===== src/rtl/glue_bus_ctrl_pkg.sv =====
// glue_pkg: shared definitions for the 68000 glue bus controller.
//   state_e  - controller states (IDLE, WAIT, ACK, BERR)
//   FC_IACK  - function code that identifies an interrupt-acknowledge cycle
//   WCNT_W   - width of the per-region internal wait-state counter
package glue_pkg;

   typedef enum logic [1:0] {
      ST_IDLE = 2'd0,
      ST_WAIT = 2'd1,
      ST_ACK  = 2'd2,
      ST_BERR = 2'd3
   } state_e;

   localparam logic [2:0] FC_IACK = 3'b111;
   localparam int         WCNT_W  = 4;

endpackage


===== src/rtl/glue_bus_ctrl_if.sv =====
// glue_bus_ctrl_if: 68000-side bus signals of the glue controller.
//   master modport: CPU/peripheral side, drives strobes, address, fc, ext_dtack_n
//   slave modport : controller side, drives chip selects, dtack_n, berr_n,
//                   byte-lane strobes and busy
interface glue_bus_ctrl_if #(
   parameter int NUM_CS = 4,
   parameter int ADDR_W = 6
);
   logic              as_n;
   logic              rw;
   logic              lds_n;
   logic              uds_n;
   logic [2:0]        fc;
   logic [ADDR_W-1:0] addr_upper;
   logic [NUM_CS-1:0] ext_dtack_n;

   logic [NUM_CS-1:0] cs_n;
   logic              dtack_n;
   logic              berr_n;
   logic              lord_n;
   logic              lowr_n;
   logic              uprd_n;
   logic              upwr_n;
   logic              busy;

   modport master (
      output as_n, rw, lds_n, uds_n, fc, addr_upper, ext_dtack_n,
      input  cs_n, dtack_n, berr_n, lord_n, lowr_n, uprd_n, upwr_n, busy
   );

   modport slave (
      input  as_n, rw, lds_n, uds_n, fc, addr_upper, ext_dtack_n,
      output cs_n, dtack_n, berr_n, lord_n, lowr_n, uprd_n, upwr_n, busy
   );
endinterface


===== src/rtl/glue_bus_timer.sv =====
// glue_bus_timer: bus-cycle watchdog.
//   clk, rst   - clock, synchronous active-high reset
//   clear_i    - forces the count to zero
//   en_i       - counts one cycle; the count saturates at LIMIT-1
//   expired_o  - high on the edge at which the count reaches LIMIT-1
module glue_bus_timer #(
   parameter int LIMIT = 64,
   parameter int W     = $clog2(LIMIT)
) (
   input  logic clk,
   input  logic rst,
   input  logic clear_i,
   input  logic en_i,
   output logic expired_o
);
   logic [W-1:0] count_q;

   always_ff @(posedge clk) begin
      if (rst || clear_i) begin
         count_q <= '0;
      end else if (en_i && (count_q != W'(LIMIT - 1))) begin
         count_q <= count_q + 1'b1;
      end
   end

   // Flag the edge that takes the count to LIMIT-1 so the controller can
   // react on that same edge rather than one cycle later.
   assign expired_o = en_i && (count_q == W'(LIMIT - 2));

endmodule


===== src/rtl/glue_bus_ctrl.sv =====
// glue_bus_ctrl: 68000 address decoder / DTACK / BERR generator.
//   clk, rst - clock, synchronous active-high reset
//   bus      - glue_bus_ctrl_if.slave: strobes, fc, addr_upper, ext_dtack_n in;
//              registered cs_n/dtack_n/berr_n, combinational byte-lane
//              strobes and busy out
module glue_bus_ctrl
   import glue_pkg::*;
#(
   parameter int                       NUM_CS  = 4,
   parameter int                       ADDR_W  = 6,
   parameter logic [NUM_CS*ADDR_W-1:0] CS_BASE = {6'b111011, 6'b111010, 6'b001111, 6'b000000},
   parameter logic [NUM_CS*ADDR_W-1:0] CS_MASK = {6'h3F, 6'h3F, 6'h0F, 6'h07},
   parameter logic [NUM_CS*WCNT_W-1:0] CS_WAIT = {4'd0, 4'd0, 4'd1, 4'd0},
   parameter logic [NUM_CS-1:0]        CS_EXT  = 4'b1100,
   parameter int                       TIMEOUT = 64
) (
   input logic            clk,
   input logic            rst,
   glue_bus_ctrl_if.slave bus
);
   localparam int IDX_W = (NUM_CS > 1) ? $clog2(NUM_CS) : 1;

   state_e              state_q;
   logic [IDX_W-1:0]    idx_q;
   logic [WCNT_W-1:0]   wcnt_q;
   logic [NUM_CS-1:0]   cs_n_q;
   logic                dtack_n_q;
   logic                berr_n_q;
   logic                as_hi_q;   // as_n was high at the previous edge

   logic [NUM_CS-1:0]   hit;
   logic                hit_any;
   logic [IDX_W-1:0]    hit_idx;
   logic [WCNT_W-1:0]   hit_wait;
   logic                ext_ok;
   logic                wd_expired;
   logic                cycle_start;

   genvar gi;
   generate
      for (gi = 0; gi < NUM_CS; gi++) begin : g_dec
         assign hit[gi] = ((bus.addr_upper ^ CS_BASE[gi*ADDR_W +: ADDR_W])
                           & CS_MASK[gi*ADDR_W +: ADDR_W]) == '0;
      end
   endgenerate

   // Scan downwards so the lowest hitting region ends up selected.
   always_comb begin
      hit_idx = '0;
      for (int i = NUM_CS - 1; i >= 0; i--) begin
         if (hit[i]) hit_idx = IDX_W'(i);
      end
      hit_any  = |hit;
      hit_wait = CS_WAIT[hit_idx*WCNT_W +: WCNT_W];
   end

   assign ext_ok = !CS_EXT[idx_q] || !bus.ext_dtack_n[idx_q];

   // Only a falling as_n starts a cycle; as_hi_q is cleared by reset so a
   // strobe still held low across reset is not treated as a new cycle.
   assign cycle_start = !bus.as_n && as_hi_q && (bus.fc != FC_IACK);

   glue_bus_timer #(
      .LIMIT (TIMEOUT)
   ) u_wd (
      .clk       (clk),
      .rst       (rst),
      .clear_i   (state_q == ST_IDLE),
      .en_i      (state_q != ST_IDLE),
      .expired_o (wd_expired)
   );

   always_ff @(posedge clk) begin
      if (rst) begin
         state_q   <= ST_IDLE;
         idx_q     <= '0;
         wcnt_q    <= '0;
         cs_n_q    <= '1;
         dtack_n_q <= 1'b1;
         berr_n_q  <= 1'b1;
         as_hi_q   <= 1'b0;
      end else begin
         as_hi_q <= bus.as_n;
         case (state_q)
            ST_IDLE: begin
               if (cycle_start) begin
                  if (hit_any) begin
                     state_q <= ST_WAIT;
                     idx_q   <= hit_idx;
                     wcnt_q  <= hit_wait;
                     cs_n_q  <= ~(NUM_CS'(1) << hit_idx);
                  end else begin
                     state_q  <= ST_BERR;
                     berr_n_q <= 1'b0;
                  end
               end
            end
            ST_WAIT: begin
               // Abort beats acknowledge, acknowledge beats timeout.
               if (bus.as_n) begin
                  state_q <= ST_IDLE;
                  cs_n_q  <= '1;
               end else if ((wcnt_q == '0) && ext_ok) begin
                  state_q   <= ST_ACK;
                  dtack_n_q <= 1'b0;
               end else if (wd_expired) begin
                  state_q  <= ST_BERR;
                  berr_n_q <= 1'b0;
               end else if (wcnt_q != '0) begin
                  wcnt_q <= wcnt_q - 1'b1;
               end
            end
            ST_ACK, ST_BERR: begin
               if (bus.as_n) begin
                  state_q   <= ST_IDLE;
                  cs_n_q    <= '1;
                  dtack_n_q <= 1'b1;
                  berr_n_q  <= 1'b1;
               end
            end
            default: state_q <= ST_IDLE;
         endcase
      end
   end

   assign bus.cs_n    = cs_n_q;
   assign bus.dtack_n = dtack_n_q;
   assign bus.berr_n  = berr_n_q;
   assign bus.busy    = (state_q != ST_IDLE);

   assign bus.lowr_n = bus.rw | bus.lds_n;
   assign bus.lord_n = ~bus.rw | bus.lds_n;
   assign bus.upwr_n = bus.rw | bus.uds_n;
   assign bus.uprd_n = ~bus.rw | bus.uds_n;

endmodule

===== src/flat_wrapper.sv =====
// flat-port wrapper written by rule: the top's interface ports become plain ports
module glue_bus_ctrl_flat import glue_pkg::*;
#(
   parameter int                       NUM_CS  = 4,
   parameter int                       ADDR_W  = 6,
   parameter logic [NUM_CS*ADDR_W-1:0] CS_BASE = {6'b111011, 6'b111010, 6'b001111, 6'b000000},
   parameter logic [NUM_CS*ADDR_W-1:0] CS_MASK = {6'h3F, 6'h3F, 6'h0F, 6'h07},
   parameter logic [NUM_CS*WCNT_W-1:0] CS_WAIT = {4'd0, 4'd0, 4'd1, 4'd0},
   parameter logic [NUM_CS-1:0]        CS_EXT  = 4'b1100,
   parameter int                       TIMEOUT = 64
)
  (clk, rst, bus_as_n, bus_rw, bus_lds_n, bus_uds_n, bus_fc, bus_addr_upper, bus_ext_dtack_n, bus_cs_n, bus_dtack_n, bus_berr_n, bus_lord_n, bus_lowr_n, bus_uprd_n, bus_upwr_n, bus_busy);
  glue_bus_ctrl_if #(.NUM_CS(NUM_CS), .ADDR_W(ADDR_W)) bus_i ();
  input logic clk;
  input logic rst;
  input wire logic [$bits(bus_i.as_n)-1:0] bus_as_n;
  input wire logic [$bits(bus_i.rw)-1:0] bus_rw;
  input wire logic [$bits(bus_i.lds_n)-1:0] bus_lds_n;
  input wire logic [$bits(bus_i.uds_n)-1:0] bus_uds_n;
  input wire logic [$bits(bus_i.fc)-1:0] bus_fc;
  input wire logic [$bits(bus_i.addr_upper)-1:0] bus_addr_upper;
  input wire logic [$bits(bus_i.ext_dtack_n)-1:0] bus_ext_dtack_n;
  output wire logic [$bits(bus_i.cs_n)-1:0] bus_cs_n;
  output wire logic [$bits(bus_i.dtack_n)-1:0] bus_dtack_n;
  output wire logic [$bits(bus_i.berr_n)-1:0] bus_berr_n;
  output wire logic [$bits(bus_i.lord_n)-1:0] bus_lord_n;
  output wire logic [$bits(bus_i.lowr_n)-1:0] bus_lowr_n;
  output wire logic [$bits(bus_i.uprd_n)-1:0] bus_uprd_n;
  output wire logic [$bits(bus_i.upwr_n)-1:0] bus_upwr_n;
  output wire logic [$bits(bus_i.busy)-1:0] bus_busy;
  assign bus_i.as_n = bus_as_n;
  assign bus_i.rw = bus_rw;
  assign bus_i.lds_n = bus_lds_n;
  assign bus_i.uds_n = bus_uds_n;
  assign bus_i.fc = bus_fc;
  assign bus_i.addr_upper = bus_addr_upper;
  assign bus_i.ext_dtack_n = bus_ext_dtack_n;
  assign bus_cs_n = bus_i.cs_n;
  assign bus_dtack_n = bus_i.dtack_n;
  assign bus_berr_n = bus_i.berr_n;
  assign bus_lord_n = bus_i.lord_n;
  assign bus_lowr_n = bus_i.lowr_n;
  assign bus_uprd_n = bus_i.uprd_n;
  assign bus_upwr_n = bus_i.upwr_n;
  assign bus_busy = bus_i.busy;
  glue_bus_ctrl #(.NUM_CS(NUM_CS), .ADDR_W(ADDR_W), .CS_BASE(CS_BASE), .CS_MASK(CS_MASK), .CS_WAIT(CS_WAIT), .CS_EXT(CS_EXT), .TIMEOUT(TIMEOUT)) u_core (.clk(clk), .rst(rst), .bus(bus_i));
endmodule

===== config.mk =====
export PLATFORM = sky130hd
export DESIGN_NAME = glue_bus_ctrl_flat
export DESIGN_NICKNAME = d
export VERILOG_FILES = /design/src/rtl/glue_bus_ctrl_pkg.sv /design/src/rtl/glue_bus_ctrl_if.sv /design/src/rtl/glue_bus_timer.sv /design/src/rtl/glue_bus_ctrl.sv /design/src/flat_wrapper.sv
export SDC_FILE = /design/constraint.sdc
export NUM_CORES = 1
export LEC_CHECK = 0
export CAP_MARGIN = 20
export CORE_MARGIN = 2
export CORE_UTILIZATION = 50
export CTS_CLUSTER_SIZE = 12
export DETAILED_ROUTE_END_ITERATION = 10
export PLACE_DENSITY = 0.79
export SYNTH_ARGS = -nofsm -noshare
export SYNTH_HDL_FRONTEND = slang
export SYNTH_HIERARCHICAL = 1
export SYNTH_SLANG_ARGS = --single-unit

===== constraint.sdc =====
create_clock -name clk -period 2.75 [get_ports clk]
set_input_delay 0.6875 -clock clk [delete_from_list [all_inputs] [get_ports clk]]
set_output_delay 0.6875 -clock clk [all_outputs]
set_load 0.03 [all_outputs]

==> results.json, run 1 <==
{
  "post_synth_most_frequent_cells": "21 x sky130_fd_sc_hd__dfxtp_1, 12 x sky130_fd_sc_hd__a21oi_1, 12 x sky130_fd_sc_hd__inv_1, 11 x sky130_fd_sc_hd__nor2_1",
  "flow.area_growth_from_synthesis_pct": 25.05,
  "global_route.overflow_total": 0,
  "synthesis.yosys.warnings": 6,
  "floorplan.rows": 18,
  "path_clk_slew_ps": 110,
  "synthesized_instance_count": 151,
  "post_layout_inst_area_um2": 1668,
  "grt_max_degree": 15,
  "routed_via_density": 5.934,
  "drtAntennaViolNets": 0,
  "routed_wirelength_um": 3094,
  "setup_total_negative_slack_ps": 0,
  "crit_path_max_fanout": 4,
  "arrival_ps": 2020,
  "chipWidth_um": 55.65,
  "worst-slew-pin-transition_ps": 491.8,
  "fin_crit_sh_pct": 98.38,
  "final_net_count": 205,
  "p_switching_uw": 168.9,
  "grt_antenna_before_repair": 0,
  "timing.final.crit_period_ps": 2706,
  "rsz_0062_raised_after_global_routing": "no",
  "core-area_um2": 2500,
  "placed_area_um2": 1639,
  "cts-htree-levels": 1,
  "crit_path_end_kind": "output port",
  "critical_path.max_stage_delay_ps": 600,
  "timing_worst_setup_path_type": "in2out",
  "report.final.slew_viol_count": 0,
  "ys_seq_area_share_pct": 31.52,
  "crit_path_launch_type": "input pin",
  "groute.usage.overall_pct": 21.13,
  "grt_pass1_wl_um": 5451,
  "root_buffer": "sky130_fd_sc_hd__clkbuf_4",
  "placement.io_buffers": 27,
  "die_y_um": 55.65,
  "combinational_share_of_power_pct": 21.5,
  "syn-num-nets": 174,
  "io_pins": 30,
  "fp.dieArea_um2": 3097,
  "dp_hpwl_um": 2343,
  "first_pass_iters": 4,
  "ys_seq_elements": 21,
  "power_leakage_nw": 0.6237,
  "max_slew_margin_pct": 67.11,
  "swShare_pct": 28.40,
  "drtIter0Drc": 25,
  "critical_path.most_common_cell": "sky130_fd_sc_hd__clkdlybuf4s50_1",
  "clock.fmax_ghz": 0.3696,
  "status": "complete, no violations",
  "detailroute.via_count": 1252,
  "wl_per_cell_um": 14.66,
  "mappedNetlistArea_um2": 1334,
  "largest_cells_by_area_after_synthesis": "sky130_fd_sc_hd__dfxtp_1 32%, sky130_fd_sc_hd__a21oi_1 4.5%, sky130_fd_sc_hd__ha_1 3.8%",
  "pwr-share-seq_pct": 53.2,
  "antenna-diode-count": 0,
  "async_flop_share_pct": 0,
  "drive_gt1_share_pct": 14.92,
  "setup_violations": 0,
  "route.detailed.drc": 0,
  "synth_top_cell_by_area": "sky130_fd_sc_hd__dfxtp_1",
  "gp_routability_congestion": 0.8825,
  "clk_path_buf_depth": 2,
  "cts.sink_count": 21,
  "core_occupancy_in_the_finished_layout_pct": 66.72,
  "synthDominantCellAreaShare_pct": 31.52,
  "hold_violations": 0,
  "max-vdd-ir-drop_mv": 0.2821,
  "synth.lib_cells_used.distinct": 54,
  "cellInternalPower_uw": 425.7,
  "synthMostInstantiatedCell": "sky130_fd_sc_hd__dfxtp_1",
  "synth_ff_type": "sky130_fd_sc_hd__dfxtp_1",
  "syn_area_per_cell_um2": 8.833,
  "p_clk_share_pct": 25.3,
  "worst_hold_path_type": "reg2reg",
  "crit_slowest_cell": "sky130_fd_sc_hd__clkdlybuf4s50_1",
  "first_global_vias": 1227,
  "clock_tree_from_tritoncts": "yes",
  "finClkSkew_ps": 7.304,
  "worst-endpoint-required_ps": 2060,
  "p_per_area_nw_per_um2": 356.5,
  "cts_post_setup_buffers_inserted": 0,
  "clock_insertion_delay_worst_skew_ps": 300,
  "synth_enable_flop_cells": 0,
  "max_cap_violations": 0,
  "cts_buffers": 3,
  "critical_path.cell_chain": "clkdlybuf4s50_1 > or2_2 > clkdlybuf4s50_1",
  "filler_cell_count": 218,
  "initial_utilization_pct": 53.35
}
-- cell families (layout without fill, tap and decap cells) --
logic type | Yosys count | in the layout | share of synthesized area, %
AND/OR/NAND/NOR | 60 | 60 | 29.83
AO/OA/AOI/OAI | 45 | 45 | 25.80
flip-flops | 21 | 21 | 31.52
buffers and inverters | 16 | 46 | 5.253
multiplexers | 5 | 5 | 3.846
adder cells (fa/ha/maj) | 4 | 4 | 3.752
-- path summary, 6_finish.rpt --
| path | startpoint | end | slack (ps) | cells after the start |
|---|---|---|---|---|
| setup / recovery | bus_rw | bus_upwr_n | 40 | 3 |
| hold / removal | u_core/bus.berr_n | u_core/bus.berr_n | 480 | 2 |
| setup reg to reg | u_core/state_q[1] | u_core/wcnt_q[3] | 630 | 8 |
| hold reg to reg | u_core/bus.berr_n | u_core/bus.berr_n | 480 | 2 |
-- power by group through the flow --
stage	Clock [mW]	Combinational, mW	Sequential, mW
detailed placement	0	0.128	0.323
global placement	0	0.125	0.323
global route	0.166	0.138	0.317
floorplan	0	0.0713	0.325
finish	0.150	0.128	0.316
CTS	0.157	0.128	0.316
-- routing by layer --
layer / vias up / GRT usage [%] / part of all wire, %
met5: - / 0 / 0
met4: 0 / 6.272 / 1.4
met3: 7 / 3.023 / 5.8
met2: 37 / 33.67 / 46
met1: 584 / 29.65 / 47
li1: 624 / - / -
-- through the flow --
| step | setup slack (ps) | power [mW] | hold WS, ps | instances |
|---|---|---|---|---|
| 6_report | 44.44 | 0.5946 | 480.0 | 211 |
| 3_5_place_dp | 12.76 | 0.4508 | 467.3 | 207 |
| 2_1_floorplan | 646.1 | 0.3958 | 459.6 | 151 |
| 5_1_grt | 0.3750 | 0.6215 | 512.3 | 211 |
| 3_3_place_gp | 45.90 | 0.4477 | 460.4 | 207 |
| 4_1_cts | 12.76 | 0.6017 | 485.5 | 211 |
-- layout by cell type, fill, tap and decap left out, types with 4 or more instances in the layout --
| master | n |
|---|---|
| sky130_fd_sc_hd__and4_1 | 4 |
| sky130_fd_sc_hd__mux2i_1 | 4 |
| sky130_fd_sc_hd__nand2_1 | 5 |
| sky130_fd_sc_hd__nor2_1 | 11 |
| sky130_fd_sc_hd__nand4_1 | 5 |
| sky130_fd_sc_hd__inv_1 | 12 |
| sky130_fd_sc_hd__ha_1 | 4 |
| sky130_fd_sc_hd__a21oi_1 | 12 |
| sky130_fd_sc_hd__nand3_1 | 5 |
| sky130_fd_sc_hd__dfxtp_1 | 21 |
| sky130_fd_sc_hd__clkdlybuf4s50_1 | 26 |
-- final cells by class --
| class | count | area, um^2 | share of cell area (%) |
|---|---|---|---|
| multi-input cells | 114 | 843.3 | 50.56 |
| well taps | 30 | 37.54 | 2.251 |
| flip-flops and latches | 21 | 420.4 | 25.21 |
| repair buffers | 30 | 295.3 | 17.70 |
| inverters | 12 | 45.04 | 2.701 |
| clock buffers | 4 | 26.28 | 1.575 |
-- flip-flops by register name, summed over array words and instances, names as in the netlist --
name	count
u_core/as_hi_q	1
u_core/bus.cs_n	4
u_core/state_q	2
u_core/wcnt_q	4
u_core/bus.berr_n	1
u_core/idx_q	2
u_core/bus.dtack_n	1
u_core/u_wd/count_q	6
-- worst max-delay path: cells and delay by family --
family                 cells  cell delay (ps)
and+or+nand+nor            1              280
buffers and inverters      2             1050
-- timing repair --
| action | CTS | global route |
|---|---|---|
| hold buffers | 0 | 0 |
| hold endpoints to repair | 0 | 0 |
| endpoints found under the setup margin | 0 | 1 |
| gates resized for setup | 0 | 1 |
(Power assumes the default switching activity.)
==> inputs of run 2 (changes only) <==
--- a/config.mk
+++ b/config.mk
@@ -11,6 +11,7 @@
 export CTS_CLUSTER_SIZE = 12
 export DETAILED_ROUTE_END_ITERATION = 10
 export PLACE_DENSITY = 0.79
+export SKIP_LAST_GASP = 1
 export SYNTH_ARGS = -nofsm -noshare
 export SYNTH_HDL_FRONTEND = slang
 export SYNTH_HIERARCHICAL = 1
==> results of run 2 <==
The final DEF is identical to that of run 1; final timing and power are the same.
==> inputs of run 3 (changes only) <==
--- a/config.mk
+++ b/config.mk
@@ -5,11 +5,11 @@
 export SDC_FILE = /design/constraint.sdc
 export NUM_CORES = 1
 export LEC_CHECK = 0
-export CAP_MARGIN = 20
 export CORE_MARGIN = 2
 export CORE_UTILIZATION = 50
 export CTS_CLUSTER_SIZE = 12
 export DETAILED_ROUTE_END_ITERATION = 10
+export HOLD_SLACK_MARGIN = 0.06
 export PLACE_DENSITY = 0.79
 export SKIP_LAST_GASP = 1
 export SYNTH_ARGS = -nofsm -noshare
==> results of run 3 <==
The final DEF is identical to that of run 1; final timing and power are the same.
